### src/rtl/oc8051_op_select_nx_pkg.sv
// Shared oc8051 opcode, SFR address and operand-selector FSM encodings.
// The package name oc8051_defines is kept so the rest of the core can import it unchanged.
package oc8051_defines;

  localparam logic [7:0] OC8051_LCALL   = 8'h12;
  localparam logic [7:0] OC8051_MOV_DP  = 8'h90;
  localparam logic [7:0] OC8051_INC_DP  = 8'hA3;
  localparam logic [7:0] OC8051_JMP     = 8'h73;
  localparam logic [7:0] OC8051_MOVC_DP = 8'h93;
  localparam logic [7:0] OC8051_MUL     = 8'hA4;
  localparam logic [7:0] OC8051_DIV     = 8'h84;

  localparam logic [7:0] OC8051_SFR_DPTR_LO = 8'h82;
  localparam logic [7:0] OC8051_SFR_B       = 8'hF0;

  typedef enum logic [1:0] {
    OC8051_OPS_IDLE = 2'd0,
    OC8051_OPS_ARM  = 2'd1,
    OC8051_OPS_INJ  = 2'd2
  } ops_state_t;

endpackage

### src/rtl/oc8051_int_prio_enc.sv
// Fixed-priority encoder: the lowest set request index wins.
module oc8051_int_prio_enc #(
  parameter int NINT = 4,
  parameter int IW   = (NINT > 1) ? $clog2(NINT) : 1
) (
  input  logic [NINT-1:0] i_pend,
  output logic [NINT-1:0] o_win_oh,
  output logic [IW-1:0]   o_win_idx,
  output logic            o_any
);

  // Scanning from the top down lets the lowest index overwrite the result last.
  always_comb begin
    o_win_oh  = '0;
    o_win_idx = '0;
    for (int k = NINT - 1; k >= 0; k--) begin
      if (i_pend[k]) begin
        o_win_oh  = NINT'(1) << k;
        o_win_idx = IW'(k);
      end
    end
  end

  assign o_any = |i_pend;

endmodule

### src/rtl/oc8051_op_select_nx.sv
// Instruction-byte selector with ROM muxing, operand hold and LCALL injection
// to the winning interrupt vector at an instruction boundary.
module oc8051_op_select_nx
  import oc8051_defines::*;
#(
  parameter int            DW       = 8,
  parameter int            NINT     = 4,
  parameter logic [DW-1:0] VEC_HI   = '0,
  parameter logic [DW-1:0] LCALL_OP = DW'(OC8051_LCALL)
) (
  input  logic             clk,
  input  logic             rst,
  input  logic [NINT-1:0]  intr,
  input  logic [NINT*DW-1:0] int_v,
  input  logic             rd,
  input  logic             ea,
  input  logic             ea_int,
  input  logic [DW-1:0]    op1_i,
  input  logic [DW-1:0]    op2_i,
  input  logic [DW-1:0]    op3_i,
  input  logic [DW-1:0]    op1_x,
  input  logic [DW-1:0]    op2_x,
  input  logic [DW-1:0]    op3_x,
  input  logic             istb,
  input  logic             iack_i,
  input  logic             nop,
  output logic             istb_o,
  output logic [DW-1:0]    op1_out,
  output logic [DW-1:0]    op2_out,
  output logic [DW-1:0]    op3_out,
  output logic [DW-1:0]    op2_direct,
  output logic [NINT-1:0]  ack,
  output logic             int_busy
);

  localparam int IW = (NINT > 1) ? $clog2(NINT) : 1;

  logic            w_sel;
  logic            w_ext_ok;
  logic            w_bnd;
  logic            w_inj;
  logic [DW-1:0]   w_op1, w_op2, w_op3;
  logic [DW-1:0]   w_op1_o, w_op2_o, w_op3_o;
  logic [DW-1:0]   w_dir_in;
  logic [NINT-1:0] w_win_oh;
  logic [IW-1:0]   w_win_idx;
  logic            w_any;
  logic [NINT-1:0] w_clr;

  ops_state_t      r_state;
  logic [NINT-1:0] r_pend;
  logic [NINT-1:0] r_win_oh;
  logic [DW-1:0]   r_vec;
  logic [NINT-1:0] r_ack;
  logic [DW-1:0]   r_op2_h;
  logic [DW-1:0]   r_op3_h;
  logic [DW-1:0]   r_dir_h;

  function automatic logic [DW-1:0] direct_sfr(input logic [DW-1:0] op1,
                                               input logic [DW-1:0] op2);
    logic [DW-1:0] res;
    res = op2;
    if (op1 == DW'(OC8051_MOV_DP) || op1 == DW'(OC8051_INC_DP) ||
        op1 == DW'(OC8051_JMP)    || op1 == DW'(OC8051_MOVC_DP))
      res = DW'(OC8051_SFR_DPTR_LO);
    else if (op1 == DW'(OC8051_MUL) || op1 == DW'(OC8051_DIV))
      res = DW'(OC8051_SFR_B);
    return res;
  endfunction

  oc8051_int_prio_enc #(.NINT(NINT), .IW(IW)) u_prio (
    .i_pend   (r_pend),
    .o_win_oh (w_win_oh),
    .o_win_idx(w_win_idx),
    .o_any    (w_any)
  );

  assign w_sel    = ea & ea_int;
  assign w_ext_ok = nop & iack_i;
  assign istb_o   = (w_sel | rst) ? 1'b0 : istb;

  assign w_op1 = w_sel ? op1_i : (w_ext_ok ? op1_x : '0);
  assign w_op2 = w_sel ? op2_i : (w_ext_ok ? op2_x : '0);
  assign w_op3 = w_sel ? op3_i : (w_ext_ok ? op3_x : '0);

  assign w_bnd = rd & (w_sel | iack_i);
  assign w_inj = (r_state == OC8051_OPS_ARM) & (w_sel | iack_i);

  assign w_op1_o  = w_inj ? LCALL_OP : w_op1;
  assign w_op2_o  = w_inj ? VEC_HI   : w_op2;
  assign w_op3_o  = w_inj ? r_vec    : w_op3;
  assign w_dir_in = direct_sfr(w_op1_o, w_op2_o);

  assign w_clr = (r_state == OC8051_OPS_ARM && w_bnd) ? r_win_oh : '0;

  always_ff @(posedge clk) begin
    if (rst) begin
      r_state  <= OC8051_OPS_IDLE;
      r_pend   <= '0;
      r_win_oh <= '0;
      r_vec    <= '0;
      r_ack    <= '0;
    end else begin
      // A new request on the served channel survives its own clear.
      r_pend <= (r_pend & ~w_clr) | intr;
      r_ack  <= '0;
      case (r_state)
        OC8051_OPS_IDLE: begin
          if (w_any) begin
            r_state  <= OC8051_OPS_ARM;
            r_win_oh <= w_win_oh;
            r_vec    <= int_v[w_win_idx*DW +: DW];
          end
        end
        OC8051_OPS_ARM: begin
          if (w_bnd) begin
            r_state <= OC8051_OPS_INJ;
            r_ack   <= r_win_oh;
          end
        end
        OC8051_OPS_INJ: r_state <= OC8051_OPS_IDLE;
        default:        r_state <= OC8051_OPS_IDLE;
      endcase
    end
  end

  // Operand hold stage: capture on every decoder read.
  always_ff @(posedge clk) begin
    if (rst) begin
      r_op2_h <= '0;
      r_op3_h <= '0;
      r_dir_h <= '0;
    end else if (rd) begin
      r_op2_h <= w_op2_o;
      r_op3_h <= w_op3_o;
      r_dir_h <= w_dir_in;
    end
  end

  assign op1_out    = w_op1_o;
  assign op2_out    = rd ? w_op2_o  : r_op2_h;
  assign op3_out    = rd ? w_op3_o  : r_op3_h;
  assign op2_direct = rd ? w_dir_in : r_dir_h;

  // Reset in the inject cycle suppresses the acknowledge immediately.
  assign ack      = rst ? '0 : r_ack;
  assign int_busy = (r_state != OC8051_OPS_IDLE);

endmodule

### config.mk
export PLATFORM = sky130hd
export DESIGN_NAME = oc8051_op_select_nx
export DESIGN_NICKNAME = d
export VERILOG_FILES = /design/src/rtl/oc8051_op_select_nx_pkg.sv /design/src/rtl/oc8051_int_prio_enc.sv /design/src/rtl/oc8051_op_select_nx.sv
export SDC_FILE = /design/constraint.sdc
export NUM_CORES = 1
export LEC_CHECK = 0
export ABC_AREA = 1
export BUFFER_PORTS_ARGS = -buffer_cell sky130_fd_sc_hd__buf_2
export CORE_MARGIN = 2
export CORE_UTILIZATION = 36
export DETAILED_ROUTE_END_ITERATION = 8
export GPL_ROUTABILITY_DRIVEN = 0
export PLACE_DENSITY_LB_ADDON = 0.15
export SKIP_CTS_REPAIR_TIMING = 1
export SLEW_MARGIN = 25
export SYNTH_ARGS = -nofsm -noshare
export SYNTH_HDL_FRONTEND = slang
export SYNTH_SLANG_ARGS = --single-unit
### constraint.sdc
create_clock -name clk -period 3.4 [get_ports clk]
set_input_delay 0.51 -clock clk [delete_from_list [all_inputs] [get_ports clk]]
set_output_delay 0.51 -clock clk [all_outputs]
set_load 0.05 [all_outputs]
* Word level (Yosys, flattened, before mapping) *
Index checks and enable logic that the tools add are counted.

cells by class
  eq/ne operators = 9
  shifts and indexed selects = 1
  muxes and demuxes = 28
  bitwise logic cells = 11
  reductions and logical operators = 11

operator list
  operator            count
  $mux 8              14
  $eq 8x8->1 const B  5
  $shiftx 32x6->8     1
  $mux 4              6
  $mux 2              6
  $eq 8x7->1 const B  1
  $and 1x1->1         4
  $and 4x4->4         1
  $logic_or 1x1->1    4
  $not 4->4           1
  $or 4x4->4          1
  $pmux 2 s2          1
  $reduce_and 2->1    2
  $reduce_or 4->1     1
  $reduce_or 3->1     1
  $eq 2x1->1 const B  1
  $logic_not 2->1     1
  $ne 2x1->1 const B  1
  $ne 2x2->1 const B  1
  $not 1->1           2
  $or 1x1->1          2
  $reduce_bool 2->1   1
  $logic_and 1x1->1   1
  $mux 1              1

storage, ports and cells
  register bits = 46
  output and inout bits = 38
  logic and storage cells = 68

* Longest topological paths before layout *
  depth in word-level cells = 10
  gate-level depth with buffers = 15
  mapped depth without buffers = 15

* By module *
A second synthesis with hierarchy kept.

unflattened totals
  cells, all modules = 434
  area, all modules = 2855.2 um^2

by module, submodules not included
  module               instances  cells an instance  area each (um^2)  sequential area each (um^2)
  oc8051_op_select_nx  1          419                2790.2            920.9
  oc8051_int_prio_enc  1          15                 65.1              0.0

* Least setup slack after synthesis *
Ideal clock, no wire load.

  path kind = input to output
  start point = input port ea
  end point = output port op2_direct[4]
  arrival time = 2179 ps
  required time = 2890 ps
  slack = 711 ps
  cell stages on the path = 10
  path through = nand2_4 buf_6 nand2_1 o21ai_1 nor2_1 nor2_1 nand3_1 nand2_1 nand3_1 nand2_1

on the way
  cells in the longest elaborated chain, start to end = 10
  elaborated cells between the ends (all ways) = 20

ends and longest elaborated chain
  element                         RTL line                   RTL
  from (decl)                     oc8051_op_select_nx.sv:16  input logic ea,
  $and 1x1->1 (*)                 oc8051_op_select_nx.sv:78  assign w_sel = ea & ea_int;
  $or 1x1->1                      oc8051_op_select_nx.sv:87  assign w_inj = (r_state == OC8051_OPS_ARM) & (w_sel | iack_i);
  $and 1x1->1                     oc8051_op_select_nx.sv:87
  $mux 8 (*)                      oc8051_op_select_nx.sv:89  assign w_op1_o = w_inj ? LCALL_OP : w_op1;
  via op1_out[3]                  oc8051_op_select_nx.sv:28  output logic [DW-1:0] op1_out,
  $eq 8x8->1                      oc8051_op_select_nx.sv:63  if (op1 == DW'(OC8051_MOV_DP) || op1 == DW'(OC8051_INC_DP) ||
  $logic_or 1x1->1 (2 in series)  oc8051_op_select_nx.sv:63
  $logic_or 1x1->1                oc8051_op_select_nx.sv:64  op1 == DW'(OC8051_JMP) || op1 == DW'(OC8051_MOVC_DP))
  $mux 8 (*)                      oc8051_op_select_nx.sv:63
  $mux 8 (*)                      --
  to (decl)                       oc8051_op_select_nx.sv:31  output logic [DW-1:0] op2_direct,

The timed path passes the listed nets; every way through them passes the cells marked *.

* Final worst setup path *
  start point = input port ea
  end point = output port op2_direct[1]

on the way
  cells in the longest elaborated chain, start to end = 10
  elaborated cells between the ends (all ways) = 20

ends and longest elaborated chain
  element                         RTL line
  $and 1x1->1 (*)                 oc8051_op_select_nx.sv:78
  $or 1x1->1                      oc8051_op_select_nx.sv:87
  $and 1x1->1                     oc8051_op_select_nx.sv:87
  $mux 8                          oc8051_op_select_nx.sv:89
  $eq 8x8->1                      oc8051_op_select_nx.sv:63
  $logic_or 1x1->1 (2 in series)  oc8051_op_select_nx.sv:63
  $logic_or 1x1->1                oc8051_op_select_nx.sv:64
  $mux 8 (*)                      oc8051_op_select_nx.sv:63
  $mux 8 (*)                      --

Every way passes the cells marked *; elsewhere a longest branch is shown, timed or not.

==> metrics.cfg <==
[critical_path]
path_class = primary input to output port
crit_family = simple AND/OR/NAND/NOR gates
reg2reg_from = r_pend[2]$_SDFF_PP0_
critPathMostFrequentCell = buf_2
critPathLaunchType = primary input
critPathRequiredTime_ns = 2.89
reg2reg_depth = 7
crit_path_top_delay_cell = nor2_2
path_cells = buf_2, nand2_4, a21oi_4, nor2_2, o211ai_1, nor2_1, a21oi_2, nand2_1, buf_2
crit_path_max_incr_delay_ns = 0.40
cp-end-kind = output port
critical_path_buf_inv_count = 2
worst_r2r_endpoint = r_vec[0]$_SDFFE_PP0P_
cp_max_fo = 46
arrival_ns = 2.36
rrSetupSlack_ns = 1.53

[drt]
wl_per_cell_microns = 11.5
antenna_left = 0
drt_pass1_iterations = 4
dr_total_vias = 3053
wl_mm = 7.54
drtIter0Drc = 78
drc_errors = 0
avgViaCountPerCell = 4.65

[timing]
fin_setup_tns_ns = 0
setup_viol = 0
relSlewSlack = 0.564
skew_ns = 0.00368
slew_viol_final = 0
holdWs_ns = 0.441
max_freq_mhz = 348
final.setup.worst_slack_ns = 0.525
rsz0062_at_grt = no
hold_viol_final = 0
period_needed_ns = 2.87
tightest_slew_ns = 0.654
period_share = 0.846

[logic_synthesis]
synthArstFlopShare = 0
synth_warnings = 0
yosys.area.top_type = dfxtp_1
synth.top_cell.area_share = 0.339
synthesis.nets = 526
synthesis.area_sq_um = 2710
synth-seq-cells = 46
synth.distinct_cells = 28
yosys-top-cells-area = dfxtp_1 34%, nand2_1 17%, nor2_1 8.2%
yosysMostFrequentCell = nand2_1
ys.flop_type = dfxtp_1
ys_seq_area_frac = 0.339
netlist_instances = 434
ys_top_cells_by_count = 122 x nand2_1, 59 x nor2_1, 46 x dfxtp_1
syn_avg_cell_area_sq_um = 6.25
synth_edf_count = 0

[finish]
fin_nets = 649
finalNonFillerCells = 657
drive_gt1_frac = 0.317
syn2layout_area_growth_pct = 30.0
diodes = 0

[grt]
grt_usage = 0.183
grt_pass1_vias = 2891
grt_overflow = 0
grt_max_degree = 47
antenna_found_initial = 0
grt_pass1_wl_mm = 12.6

[floorplan]
dieHeight_microns = 90.8
ios = 130
core_area_sq_um = 7290
start_util = 0.372
dieArea_sq_um = 8250
die_w_microns = 90.8
rows = 31

[cts]
htreeDepth = 2
cts.sinks = 46
cts_tree = done
cts-root-buf = clkbuf_8
cts_max_path_buffers = 2
cts_made_buffers = 5
clock_latency_ns = 0.29
path_clk_slew_ns = 0.09

[power_and_ir_drop]
p_leak_nw = 1.96
p_total_mw = 1.46
powerDensity_nw_per_um2 = 414
irDropWorstVdd_mv = 0.164

[hold_path]
min_path_cells = 3
hold_start = intr[1]
min_to = r_pend[1]$_SDFF_PP0_
hold_path.class = primary input to register

[place]
portBuffers = 129
placedCellCount = 649
pre_cts_slack_ns = 0.531
dpl.hpwl_mm = 5.90

[flow_run]
max-cap-violations = 0

[run_status]
status = finished, final reports clean

==> tightest hold or removal path: stages <==
cell	delay, ns
buf_2	0.09
inv_1	0.04
a21oi_1	0.05
==> metrics by stage <==
stage | utilization | instance area, sq um
global route | 0.484 | 3530
detailed placement | 0.471 | 3430
floorplan | - | 2710
finish | 0.484 | 3530
global placement | 0.471 | 3430
CTS | 0.484 | 3530
==> cell families after synthesis <==
| family | share of synthesized area |
|---|---|
| flip-flops | 0.339 |
| buffers and inverters | 0.0996 |
| AND/OR/NAND/NOR | 0.367 |
| AO/OA/AOI/OAI | 0.194 |
==> layout by cell type (no fill, tap or decap), types with 2 or more instances in the layout <==
master,Yosys,final
a21oi_2,4,4
o22ai_1,8,8
or2_2,2,2
o211ai_1,9,9
a31oi_1,5,5
nor2_2,8,8
buf_4,0,3
nand2_1,122,122
inv_1,44,44
inv_2,6,6
o21ai_0,24,24
o21ai_1,6,6
dfxtp_1,46,46
nand3_1,25,25
nand2_4,3,3
nor2_1,59,59
clkbuf_8,0,6
nand2_2,8,8
buf_2,5,129
o221ai_1,3,3
a21oi_1,28,28
nand3_2,2,2
==> cell type report <==
type                            instances  area (sq um)
Clock buffer                            7          86.3
Multi-Input combinational cell        321          1520
Timing Repair Buffer                  132           668
Sequential cell                        46           921
Clock inverter                          1          8.76
Tap cell                               99           124
Inverter                               51           196
Fill cell                             794          3760
==> report_power, final <==
part | switching (mW) | total [mW] | internal, mW
Combinational | 0.360 | 0.511 | 0.151
Clock | 0.186 | 0.354 | 0.168
Sequential | 0.0163 | 0.595 | 0.578
Total | 0.562 | 1.46 | 0.898
==> per-layer routing <==
layer,track usage,wire length [microns]
met1,0.221,3370
met2,0.325,3490
met3,0.0426,598
met4,0.0518,82
met5,0,0
==> state kept, by name, indices dropped and copies added, names as in the netlist <==
signal    count
r_dir_h       8
r_op2_h       8
r_op3_h       8
r_vec         8
r_ack         4
r_pend        4
r_win_oh      4
r_state       2
==> worst max path at each step <==
stage,startpoint,endpoint,depth (start not counted),slack [ns]
detailed placement,ea,op2_direct[0],9,0.53
global route,ea,op2_direct[0],9,0.33
floorplan,ea,op2_direct[4],10,0.71
CTS,ea,op2_direct[0],9,0.53
global placement,ea,op2_direct[7],13,0.57
finish,ea,op2_direct[1],9,0.53
(Power assumes the default switching activity.)
